===== config.mk =====
export PLATFORM = sky130hd
export DESIGN_NAME = cde_jtag_rpc_master
export DESIGN_NICKNAME = d
export VERILOG_FILES = /design/src/rtl/cde_jtag_rpc_master.sv
export SDC_FILE = /design/constraint.sdc
export NUM_CORES = 1
export LEC_CHECK = 0
export CAP_MARGIN = 20
export CORE_MARGIN = 2
export CORE_UTILIZATION = 40
export CTS_CLUSTER_DIAMETER = 50
export DETAILED_ROUTE_END_ITERATION = 12
export HOLD_SLACK_MARGIN = 0.03
export MAX_ROUTING_LAYER = met4
export PLACE_DENSITY = 0.59
export SYNTH_ARGS = -nofsm -noshare
export SYNTH_HDL_FRONTEND = slang
export SYNTH_SLANG_ARGS = --single-unit
export TNS_END_PERCENT = 5

===== constraint.sdc =====
create_clock -name jtag_clk -period 1.8 [get_ports jtag_clk]
set_clock_uncertainty 0.15 [all_clocks]
set_input_delay 0.36 -clock jtag_clk [delete_from_list [all_inputs] [get_ports jtag_clk]]
set_output_delay 0.36 -clock jtag_clk [all_outputs]
set_load 0.005 [all_outputs]

===== src/rtl/cde_jtag_rpc_master.sv =====
// cde_jtag_rpc_master
// Bus-master controller behind the TAP's RPC_ADD / RPC_DATA instructions.
// It owns two DR chains. The address/command chain {auto_inc, wr, addr} sits
// on addr_select_i. The data/status chain {err, busy, data} sits on
// data_select_i. Update events on these chains launch single read or write
// transfers on a synchronous req/ack bus. The controller supports address
// auto-increment and an ack timeout. Everything runs on jtag_clk.
//
// Ports:
//   jtag_clk, trst_n_pad_in        clock, async active-low reset
//   test_logic_reset_i             TAP in Test-Logic-Reset (sync abort)
//   capture_dr_i/shift_dr_i/update_dr_i, tdi_i   TAP DR controls
//   addr_select_i, data_select_i   RPC_ADD / RPC_DATA instruction active
//   addr_tdo_o, data_tdo_o         chain LSBs (combinational)
//   bus_req_o, bus_wr_o, bus_addr_o, bus_wdata_o  request side of the bus
//   bus_rdata_i, bus_ack_i         completion side of the bus
//   busy_o                         transfer in flight
module cde_jtag_rpc_master #(
    parameter int ADDR_W  = 16,
    parameter int DATA_W  = 32,
    parameter int TIMEOUT = 255
) (
    input  logic              jtag_clk,
    input  logic              trst_n_pad_in,
    input  logic              test_logic_reset_i,
    input  logic              capture_dr_i,
    input  logic              shift_dr_i,
    input  logic              update_dr_i,
    input  logic              tdi_i,
    input  logic              addr_select_i,
    input  logic              data_select_i,
    output logic              addr_tdo_o,
    output logic              data_tdo_o,
    output logic              bus_req_o,
    output logic              bus_wr_o,
    output logic [ADDR_W-1:0] bus_addr_o,
    output logic [DATA_W-1:0] bus_wdata_o,
    input  logic [DATA_W-1:0] bus_rdata_i,
    input  logic              bus_ack_i,
    output logic              busy_o
);

    typedef enum logic [1:0] {ST_IDLE, ST_RD, ST_WR} state_t;

    localparam logic [7:0]        TMO_LAST = 8'(TIMEOUT - 1);
    localparam logic [ADDR_W-1:0] ADDR_ONE = {{(ADDR_W-1){1'b0}}, 1'b1};

    state_t            state;
    logic [ADDR_W+1:0] addr_chain;
    logic [DATA_W+1:0] data_chain;
    logic [ADDR_W-1:0] addr_r;
    logic [DATA_W-1:0] wdata_r;
    logic [DATA_W-1:0] rdata_r;
    logic              auto_inc_r;
    logic              wr_r;
    logic              err_r;
    logic [7:0]        tmo_cnt;

    logic              idle;
    logic              addr_upd;
    logic              data_upd;
    logic              launch;
    logic              launch_wr;
    logic [ADDR_W-1:0] launch_addr;
    logic              start;
    logic              overrun;
    logic              timeout_hit;

    assign idle        = (state == ST_IDLE);
    assign busy_o      = ~idle;
    assign addr_upd    = update_dr_i & addr_select_i;
    assign data_upd    = update_dr_i & data_select_i & ~addr_select_i;
    assign addr_tdo_o  = addr_chain[0];
    assign data_tdo_o  = data_chain[0];
    assign bus_wdata_o = wdata_r;

    // Decode a launch request from the update events. An address update
    // launches a read only when its wr bit is 0, and it uses the freshly
    // shifted address because addr_r is only written on this same edge.
    always_comb begin
        launch      = 1'b0;
        launch_wr   = 1'b0;
        launch_addr = addr_r;
        if (addr_upd) begin
            launch      = ~addr_chain[ADDR_W];
            launch_addr = addr_chain[ADDR_W-1:0];
        end else if (data_upd) begin
            launch    = 1'b1;
            launch_wr = wr_r;
        end
    end

    assign start       = launch & idle;
    assign overrun     = launch & ~idle;
    assign timeout_hit = ~idle & ~bus_ack_i & (tmo_cnt == TMO_LAST);

    // The two DR chains. Capture snapshots the live registers, and shift
    // moves right with tdi_i entering at the MSB. With neither select
    // active, the chains hold their contents.
    always_ff @(posedge jtag_clk or negedge trst_n_pad_in) begin
        if (!trst_n_pad_in) begin
            addr_chain <= '0;
            data_chain <= '0;
        end else begin
            if (addr_select_i) begin
                if (capture_dr_i)
                    addr_chain <= {auto_inc_r, wr_r, addr_r};
                else if (shift_dr_i)
                    addr_chain <= {tdi_i, addr_chain[ADDR_W+1:1]};
            end
            if (data_select_i) begin
                if (capture_dr_i)
                    data_chain <= {err_r, busy_o, rdata_r};
                else if (shift_dr_i)
                    data_chain <= {tdi_i, data_chain[DATA_W+1:1]};
            end
        end
    end

    // Transaction sequencer. Test-Logic-Reset aborts any transfer but
    // keeps the address, data and mode registers. A launch while busy is
    // dropped and flagged in err_r. An abort or overrun on the same edge
    // as an address update beats that update's err clear. If an address
    // update lands on the ack edge, the newly latched address wins over
    // the auto-increment.
    always_ff @(posedge jtag_clk or negedge trst_n_pad_in) begin
        if (!trst_n_pad_in) begin
            state      <= ST_IDLE;
            bus_req_o  <= 1'b0;
            bus_wr_o   <= 1'b0;
            bus_addr_o <= '0;
            addr_r     <= '0;
            wdata_r    <= '0;
            rdata_r    <= '0;
            auto_inc_r <= 1'b0;
            wr_r       <= 1'b0;
            err_r      <= 1'b0;
            tmo_cnt    <= '0;
        end else if (test_logic_reset_i) begin
            state     <= ST_IDLE;
            bus_req_o <= 1'b0;
            err_r     <= 1'b0;
            tmo_cnt   <= '0;
        end else begin
            if (addr_upd) begin
                auto_inc_r <= addr_chain[ADDR_W+1];
                wr_r       <= addr_chain[ADDR_W];
                addr_r     <= addr_chain[ADDR_W-1:0];
            end
            if (data_upd && wr_r && idle)
                wdata_r <= data_chain[DATA_W-1:0];

            if (overrun || timeout_hit)
                err_r <= 1'b1;
            else if (addr_upd)
                err_r <= 1'b0;

            case (state)
                ST_IDLE: begin
                    if (start) begin
                        state      <= launch_wr ? ST_WR : ST_RD;
                        bus_req_o  <= 1'b1;
                        bus_wr_o   <= launch_wr;
                        bus_addr_o <= launch_addr;
                        tmo_cnt    <= '0;
                    end
                end
                default: begin
                    if (bus_ack_i) begin
                        state     <= ST_IDLE;
                        bus_req_o <= 1'b0;
                        tmo_cnt   <= '0;
                        if (state == ST_RD)
                            rdata_r <= bus_rdata_i;
                        if (auto_inc_r && !addr_upd)
                            addr_r <= addr_r + ADDR_ONE;
                    end else if (timeout_hit) begin
                        state     <= ST_IDLE;
                        bus_req_o <= 1'b0;
                        tmo_cnt   <= '0;
                    end else begin
                        tmo_cnt <= tmo_cnt + 8'd1;
                    end
                end
            endcase
        end
    end

endmodule


# --- After elaboration in Yosys (flattened, before gate mapping) ---
# Cells that the tools add are included.
word_totals:
  reg_bits: 163
  out_inout_bits: 53
classes:
  n_addsub: 2
  eq_ne: 3
  muxes: 31
  bitwise: 12
  reduce_logical: 16
op_table:
  columns: ["cell", "n"]
  rows:
  - ["2-to-1 mux 34 bit", 2]
  - ["2-to-1 mux 16 bit", 4]
  - ["2-to-1 mux 8 bit", 5]
  - ["2-to-1 mux 18 bit", 2]
  - ["adder 16 x 1 -> 16 bit (second input constant)", 1]
  - ["2-to-1 mux 1 bit", 12]
  - ["2-to-1 mux 2 bit", 6]
  - ["AND reduction 2 bit", 5]
  - ["adder 8 x 1 -> 8 bit (second input constant)", 1]
  - ["equality test 8 bit (second input constant)", 1]
  - ["bitwise AND 1 bit", 7]
  - ["inverter 1 bit", 5]
  - ["AND reduction 4 bit", 1]
  - ["nonzero test 4 bit", 1]
  - ["logical AND 1 bit", 3]
  - ["!= test 3 x 2 -> 1 bit (second input constant)", 1]
  - ["AND reduction 3 bit", 1]
  - ["nonzero test 3 bit", 1]
  - ["equality test 2 x 1 -> 1 bit (second input constant)", 1]
  - ["zero test 2 bit", 1]
  - ["nonzero test 2 bit", 1]
  - ["zero test 1 bit", 1]
  - ["logical OR 1 bit", 1]

# --- Depth between registers and ports, before layout ---
# Gate-level depths: netlist of the first run.
logic_depth:
  ltp_word: 8
  ltp_mapped: 7
  ltp_nobuf: 6

# --- Worst setup path after synthesis of the first run ---
# OpenSTA, ideal clock, no wires.
synth_timing:
  path_type: "reg2reg"
  startpoint: "register state[1]"
  endpoint: "register wdata_r[10] (netlist: bus_wdata_o[10])"
  setup_time_ns: 0.125
  t_arrival_ns: 1.494
  required_time_ns: 1.525
  setup_slack_ns: 0.031
  path_stages_with_launch: 7
  path_buffers: 3
  cell_sequence: "dfrtp_1 > buf_2 > nor3_1 > and2_1 > buf_2 > buf_4 > mux2_2"
synth_between:
  elab_chain_cells: 3
synth_rtl:
  columns: ["element", "line_no", "rtl"]
  rows:
  - ["from (decl)", "48", "state_t state;"]
  - ["from (signal assigned)", "161", "state <= launch_wr ? ST_WR : ST_RD;"]
  - ["zero test 2 bit", "69", "assign idle = (state == ST_IDLE);"]
  - ["logical AND 1 bit", "150", "if (data_upd && wr_r && idle)"]
  - ["AND reduction 2 bit (no line)", null, null]
  - ["to (signal assigned)", "151", "wdata_r <= data_chain[DATA_W-1:0];"]
  - ["to (decl)", "52", "logic [DATA_W-1:0] wdata_r;"]
# No other way between the ends.
# A chain may end at the register's enable or synchronous reset.

# --- Worst setup path in the final report of the first run ---
layout_timing:
  startpoint: "register state[1]"
  endpoint: "register rdata_r[1]"
layout_between:
  elab_chain_cells: 3
layout_rtl:
  columns: ["element", "line_no", "rtl"]
  rows:
  - ["zero test 2 bit", "158", "case (state)"]
  - ["inverter 1 bit (no line)", null, null]
  - ["AND reduction 4 bit (no line) *", null, null]
  - ["to (signal assigned)", "174", "rdata_r <= bus_rdata_i;"]
  - ["to (decl)", "53", "logic [DATA_W-1:0] rdata_r;"]
# Every way passes the cells marked *; elsewhere a longest branch is shown, timed or not.

==> flow_metrics.tcl, run 1 <==
set metrics [dict create \
    grt_pass1_vias 5637 \
    fmaxAchievable_mhz 540 \
    fin_crit_sh 1.03 \
    antenna_cells 0 \
    grt_pass1_wl_mm 29.9 \
    status "complete, but fails checks" \
    dp_hpwl_mm 11.9 \
    cp_max_fo 8 \
    powerDensity_nw_per_um2 1150 \
    area_growth_pct 35.3 \
    syn_inst 643 \
    die_area_um2 19500 \
    wl_mm 18.3 \
    cts.htree.levels 4 \
    overflow 0 \
    worstPathArrival_ns 2.02 \
    fin_area_um2 9940 \
    rsz0062_at_grt "true" \
    placed_cell_area_um2 9020 \
    synth_area_per_cell_um2 11.4 \
    num-nets-final 838 \
    cts.path.max_buffers 2 \
    antenna_found_initial 0 \
    slew_headroom 0.694 \
    crit_slowest_cell "dfrtp_2" \
    globalRouteTotalUtil 0.199 \
    cts_root_buf "clkbuf_16" \
    drt-initial-drc-count 347 \
    violations "setup timing" \
    rrSetupSlack_ns -0.05 \
    tightest_slew_ns 0.459 \
    hp-class "primary input to register" \
    synth_warnings 0 \
    clock_sinks 163 \
    fin_util 0.552 \
    hold_viol 0 \
    post-place-ws_ns -0.483 \
    wl_per_cell_um 17.6 \
    via_per_inst 5.25 \
    io_pins 95 \
    io_buffers 94 \
    rows 49 \
    synth_edf_count 0 \
    max_stage_delay_ns 0.45 \
    critical_path_class "register to register" \
    drcViolationCount 0 \
    yosysTopAreaCell "dfrtp_1" \
    grt_max_degree 53 \
    ys_seq_elements 163 \
    worstPathRequired_ns 1.96 \
    setup.worst_path.start_class "register" \
    critical_path.endpoint_type "register" \
    path_cells "buf_6 > nor4b_4 > buf_4 > buf_12 > buf_16 > mux2_4" \
    start_util 0.408 \
    netlist_area_um2 7350 \
    synth_top_cell_area_share 0.555 \
    synthTopCellsByArea "dfrtp_1 (55%), mux2_2 (9.3%), mux2i_1 (8.9%)" \
    synth-async-reset-ratio 1.00 \
    synth-main-ff-cell "dfrtp_1" \
    power_w 0.0114 \
    yosysSeqAreaShare 0.555 \
    gp_congestion 0.881 \
    leakage_nw 4.74 \
    syn_nets 688 \
    drt-pass1-iter-count 4 \
    ant_nets 0 \
    finalSetupViolations 17 \
    die_height_um 140 \
    maxCapViolCount 0 \
    synth_cell_types 52 \
    drive_gt1_frac 0.246 \
    fin_ws_ns -0.0529 \
    vias 5432 \
    clkLatencyLatePin_ns 0.43 \
    finalMaxSlewViolations 0 \
    cts_tree "yes" \
    ir_drop_mv 0.744 \
    die_width_um 140 \
    cts_buffers 17 \
    core_um2 18000 \
    period_needed_ns 1.85 \
    clkTransAtPathRegs_ns 0.06 \
]
critical path: cells and delay by family, from the launching register on:
kind                   cells  cell delay (ns)
buffers and inverters      4             0.57
multiplexers               1             0.30
AND/OR/NAND/NOR            1             0.27
flip-flops                 1             0.45
worst paths after layout:
| check | cells past startpoint | from | to |
|---|---|---|---|
| setup reg to reg | 6 | state[1] | rdata_r[1] |
| setup / recovery | 6 | state[1] | rdata_r[1] |
| hold / removal | 3 | capture_dr_i | data_chain[13] |
| min in group asynchronous | 2 | trst_n_pad_in | bus_addr_o[1] |
| max in group asynchronous | 3 | trst_n_pad_in | addr_r[5] |
| hold reg to reg | 2 | bus_addr_o[11] | bus_addr_o[11] |
sequential cells by signal, summed over array words and instances (netlist names):
register,count
err_r,1
wr_r,1
state,2
bus_req_o,1
bus_wr_o,1
auto_inc_r,1
rdata_r,32
tmo_cnt,8
addr_chain,18
bus_wdata_o,32
addr_r,16
bus_addr_o,16
data_chain,34
what timing repair did:
item | in CTS | in global routing
resized for setup | 81 | 43
gates cloned | 3 | 1
hold buffers | 1 | 0
pin swaps | 5 | 9
endpoints found under the hold margin | 37 | 0
setup endpoints to repair | 109 | 106
setup buffers | 9 | 1
synthesized netlist by cell type (4+ instances only):
library cell,number
mux2i_1,65
nand2_1,85
and3_1,4
nand4_1,5
mux2_2,61
o21ai_0,80
dfrtp_1,163
buf_2,18
o22a_1,5
a21oi_1,18
o31ai_1,7
a211oi_1,8
buf_4,4
or3_1,6
clkbuf_1,20
nor3_1,8
nand2b_1,5
nor2_1,8
nor4_1,4
mux2_1,5
a21o_1,5
nand3_1,8
through the flow:
step / hold slack [ns] / TNS (ns) / instances
floorplan: -0.0856 / 0 / 643
global placement: 0.167 / -40.94 / 991
detailed placement: 0.171 / -42.99 / 991
CTS: 0.236 / -1.39 / 1036
global route: 0.260 / -2.77 / 1035
finish: 0.251 / -0.500 / 1035
kinds of logic after synthesis:
kind of cell / Yosys count / synth area share
AOI/OAI and AO/OA: 146 / 0.118
adders and majority gates: 3 / 0.00511
buffers and inverters: 48 / 0.0296
DFF: 163 / 0.555
muxes: 131 / 0.190
and+or+nand+nor: 152 / 0.103
report_power, final:
| part | switching (W) | internal, W | total, W |
|---|---|---|---|
| Combinational | 0.00103 | 0.00148 | 0.00250 |
| Clock | 0.00149 | 0.00209 | 0.00358 |
| Sequential | 0.000691 | 0.00462 | 0.00531 |
area by class of cell:
class | instances | area (µm²)
fillers | 1606 | 8080
flip-flops and latches | 163 | 4080
multi-input cells | 432 | 3280
repair buffers | 174 | 1690
clock buffers | 22 | 454
well taps | 229 | 287
clock inverters | 10 | 124
inverters | 5 | 21.3
placed cells by master, fill, tap and decap left out, types with 3 or more instances in the layout:
cell / n
mux2_2: 32
a211oi_2: 3
dlymetal6s2s_1: 4
or3_1: 5
a21o_1: 5
nor4_1: 3
nand2_1: 85
buf_4: 60
dfrtp_1: 161
nand3_1: 7
nand2b_1: 5
o21ai_0: 79
and3_1: 4
o22a_1: 5
buf_6: 8
and4_1: 3
clkbuf_1: 4
a31oi_1: 3
o31ai_1: 7
buf_12: 10
dlygate4sd2_1: 51
or4_1: 3
nor3_1: 6
a211oi_1: 5
clkinv_4: 3
mux2i_1: 65
a21oi_1: 17
clkbuf_16: 18
mux2_1: 3
mux2_4: 31
clkdlybuf4s50_1: 36
inv_1: 3
nor2_1: 8
nand4_1: 5
per-layer routing:
layer  routed length [µm]  vias up  track usage  share of wire
met5                    0        -            -              0
met4                  185        0       0.0489          0.010
met3                  738       14       0.0492          0.040
met2                 8940       94        0.322           0.49
met1                 8390     2701        0.254           0.46
li1                     -     2623            -              -
No activity file was read; power rests on OpenSTA's default activity.
==> run 2, diff against run 1 <==
Settings changed: ABC_AREA from default to 1, CORE_UTILIZATION 40 to 55, PLACE_DENSITY 0.59 to 0.75.
Clock period 1.8 ns to 2.1 ns, I/O delays scaled along.
==> flow_metrics.tcl, run 2 <==
set metrics [dict create \
    io_pins 95 \
    critical_path_class "register to primary output" \
    cts_buffers 17 \
    drive_gt1_frac 0.134 \
    synthTopCellsByArea "dfrtp_1 (55%), nand2_1 (11%), o21ai_0 (7.0%)" \
    syn_inst 821 \
    path_cells "clkdlybuf4s50_1" \
    multi_input_area_um2 2840 \
    setup.worst_path.start_class "register" \
    maxCapViolCount 0 \
    ant_nets 0 \
    start_util 0.561 \
    wl_per_cell_um 15.7 \
    synth_area_per_cell_um2 9.02 \
    gp_congestion 0.907 \
    crit_slowest_cell "clkdlybuf4s50_1" \
    fmaxAchievable_mhz 508 \
    critPathTopFamily "buffers and inverters" \
    drt-pass1-iter-count 5 \
    grt_max_degree 54 \
    dp_hpwl_mm 11.9 \
    die_area_um2 14400 \
    drcViolationCount 0 \
    internal_power_w 0.00741 \
    drt-initial-drc-count 676 \
    globalRouteTotalUtil 0.271 \
    synth_cell_types 29 \
    vias 6103 \
    io_buffers 94 \
    synth_edf_count 0 \
    hp-class "register to register" \
    final_common_cell "nand2_1" \
    largest_reg_flops 34 \
    die_width_um 120 \
    syn_nets 866 \
    wl_mm 17.5 \
    period_needed_ns 1.97 \
    clkPwrFrac 0.322 \
    hold_viol 0 \
    area_growth_pct 27.3 \
    swShare 0.287 \
    cts.path.max_buffers 2 \
    synth-main-ff-cell "dfrtp_1" \
    powerDensity_nw_per_um2 1100 \
    clkLatencyLatePin_ns 0.43 \
    slew_headroom 0.692 \
    num-nets-final 975 \
    ys_seq_elements 163 \
    status "finished, final reports clean" \
    fin_crit_sh 0.938 \
    yosysSeqAreaShare 0.551 \
    clkTransAtPathRegs_ns 0.06 \
    grt_pass1_wl_mm 29.9 \
    antenna_cells 0 \
    grt_pass1_vias 6085 \
    p_comb_frac 0.240 \
    critical_path.endpoint_type "primary output" \
    core_um2 13200 \
    cts_root_buf "clkbuf_16" \
    synth_warnings 0 \
    yosys.cell_count.top_type "nand2_1" \
    power_w 0.0104 \
    cts.htree.levels 4 \
    antenna_found_initial 0 \
    top_register "data_chain" \
    worstPathArrival_ns 1.40 \
    synth_top_cell_area_share 0.551 \
    rows 42 \
    critPathBufInv 1 \
    netlist_area_um2 7400 \
    ys_top_cells_by_count "nand2_1 (208), dfrtp_1 (163), o21ai_0 (103)" \
    pwr-share-seq 0.439 \
    p_sw_w 0.00298 \
    finalMaxSlewViolations 0 \
    leakage_nw 4.31 \
    finalSetupViolations 0 \
    timing.setup.tns_ns 0 \
    die_height_um 120 \
    regArea_um2 4080 \
    overflow 0 \
    ir_drop_mv 0.590 \
    n_fill_cell 1006 \
    cts_tree "yes" \
    tightest_slew_ns 0.463 \
    cp_max_fo 3 \
    max_stage_delay_ns 0.55 \
    worstPathRequired_ns 1.53 \
    synth-async-reset-ratio 1.00 \
    yosysTopAreaCell "dfrtp_1" \
    clock_sinks 163 \
    rsz0062_at_grt "false" \
    via_per_inst 5.45 \
    mostFrequentLayoutCells "nand2_1 (208), dfrtp_1 (162), o21ai_0 (103)" \
]
[run 2: cell count changes after synthesis, sizes merged, moves of 8 or more]
cell / previous run / this run
nand3: 8 / 31
o21ai: 83 / 133
o211ai: 2 / 38
nand2: 85 / 209
mux2: 66 / 32
mux2i: 65 / 0
inv: 5 / 71
a211oi: 8 / 0
nor2: 9 / 53
[run 2: cell type report]
cell class	instances	area share
timing repair buffer	134	0.147
inverter	71	0.0283
clock buffer	18	0.0466
clock inverter	14	0.0211
sequential	163	0.433
multi-input combinational	543	0.301
tap	176	0.0234
[run 2: power by group through the flow]
stage / sequential [W] / clock, W / combinational, W
global placement: 0.00454 / 0 / 0.00240
CTS: 0.00455 / 0.00338 / 0.00252
global route: 0.00467 / 0.00353 / 0.00279
finish: 0.00456 / 0.00334 / 0.00249
floorplan: 0.00448 / 0 / 0.00126
detailed placement: 0.00459 / 0 / 0.00249
[run 2: final timing paths]
check,startpoint,cells past startpoint,to,slack [ns]
worst max-delay path,addr_chain[0],1,addr_tdo_o,0.13
worst min-delay path,bus_wdata_o[16],2,bus_wdata_o[16],0.33
worst max register to register,addr_r[1],8,addr_r[8],0.36
worst min register to register,bus_wdata_o[16],2,bus_wdata_o[16],0.33
max in group asynchronous,trst_n_pad_in,3,state[0],0.87
min in group asynchronous,trst_n_pad_in,2,bus_wdata_o[8],0.34
[run 2: kinds of logic after synthesis]
family | Yosys count | share of synthesized area
compound gates | 200 | 0.156
xor+xnor | 5 | 0.00591
fa+ha+maj | 3 | 0.00507
buf+inv | 115 | 0.0669
flops | 163 | 0.551
mux | 32 | 0.0487
simple gates | 303 | 0.166
[run 2: timing repair]
item / CTS / global route
endpoints found under the hold margin: 42 / 0
endpoints found under the setup margin: 1 / 1
setup buffers: 2 / 0
gates resized for setup: 1 / 1
hold buffers: 1 / 0
gates cloned: 0 / 0
[run 2: per-stage QoR]
stage	utilization	worst slack (ns)	hold WS, ns	area (µm²)	cells
2_1_floorplan	-	0.447	-0.0256	7400	821
3_3_place_gp	0.664	0.0142	0.243	8760	1084
3_5_place_dp	0.664	-0.0597	0.240	8760	1084
4_1_cts	0.714	0.00840	0.337	9420	1119
5_1_grt	0.715	0.0943	0.360	9430	1119
6_report	0.715	0.131	0.334	9430	1119
[run 2: routing by layer]
| layer | vias to the layer above | part of all wire | global-route usage |
|---|---|---|---|
| li1 | 2935 | - | - |
| met1 | 2944 | 0.45 | 0.360 |
| met2 | 195 | 0.48 | 0.431 |
| met3 | 29 | 0.053 | 0.0461 |
| met4 | 0 | 0.018 | 0.0838 |
| met5 | - | 0 | - |
==> run 3, diff against run 2 <==
Settings changed: TNS_END_PERCENT 5 to 100.
==> results of run 3 <==
Final layout, timing and power as in run 2 (identical DEF).
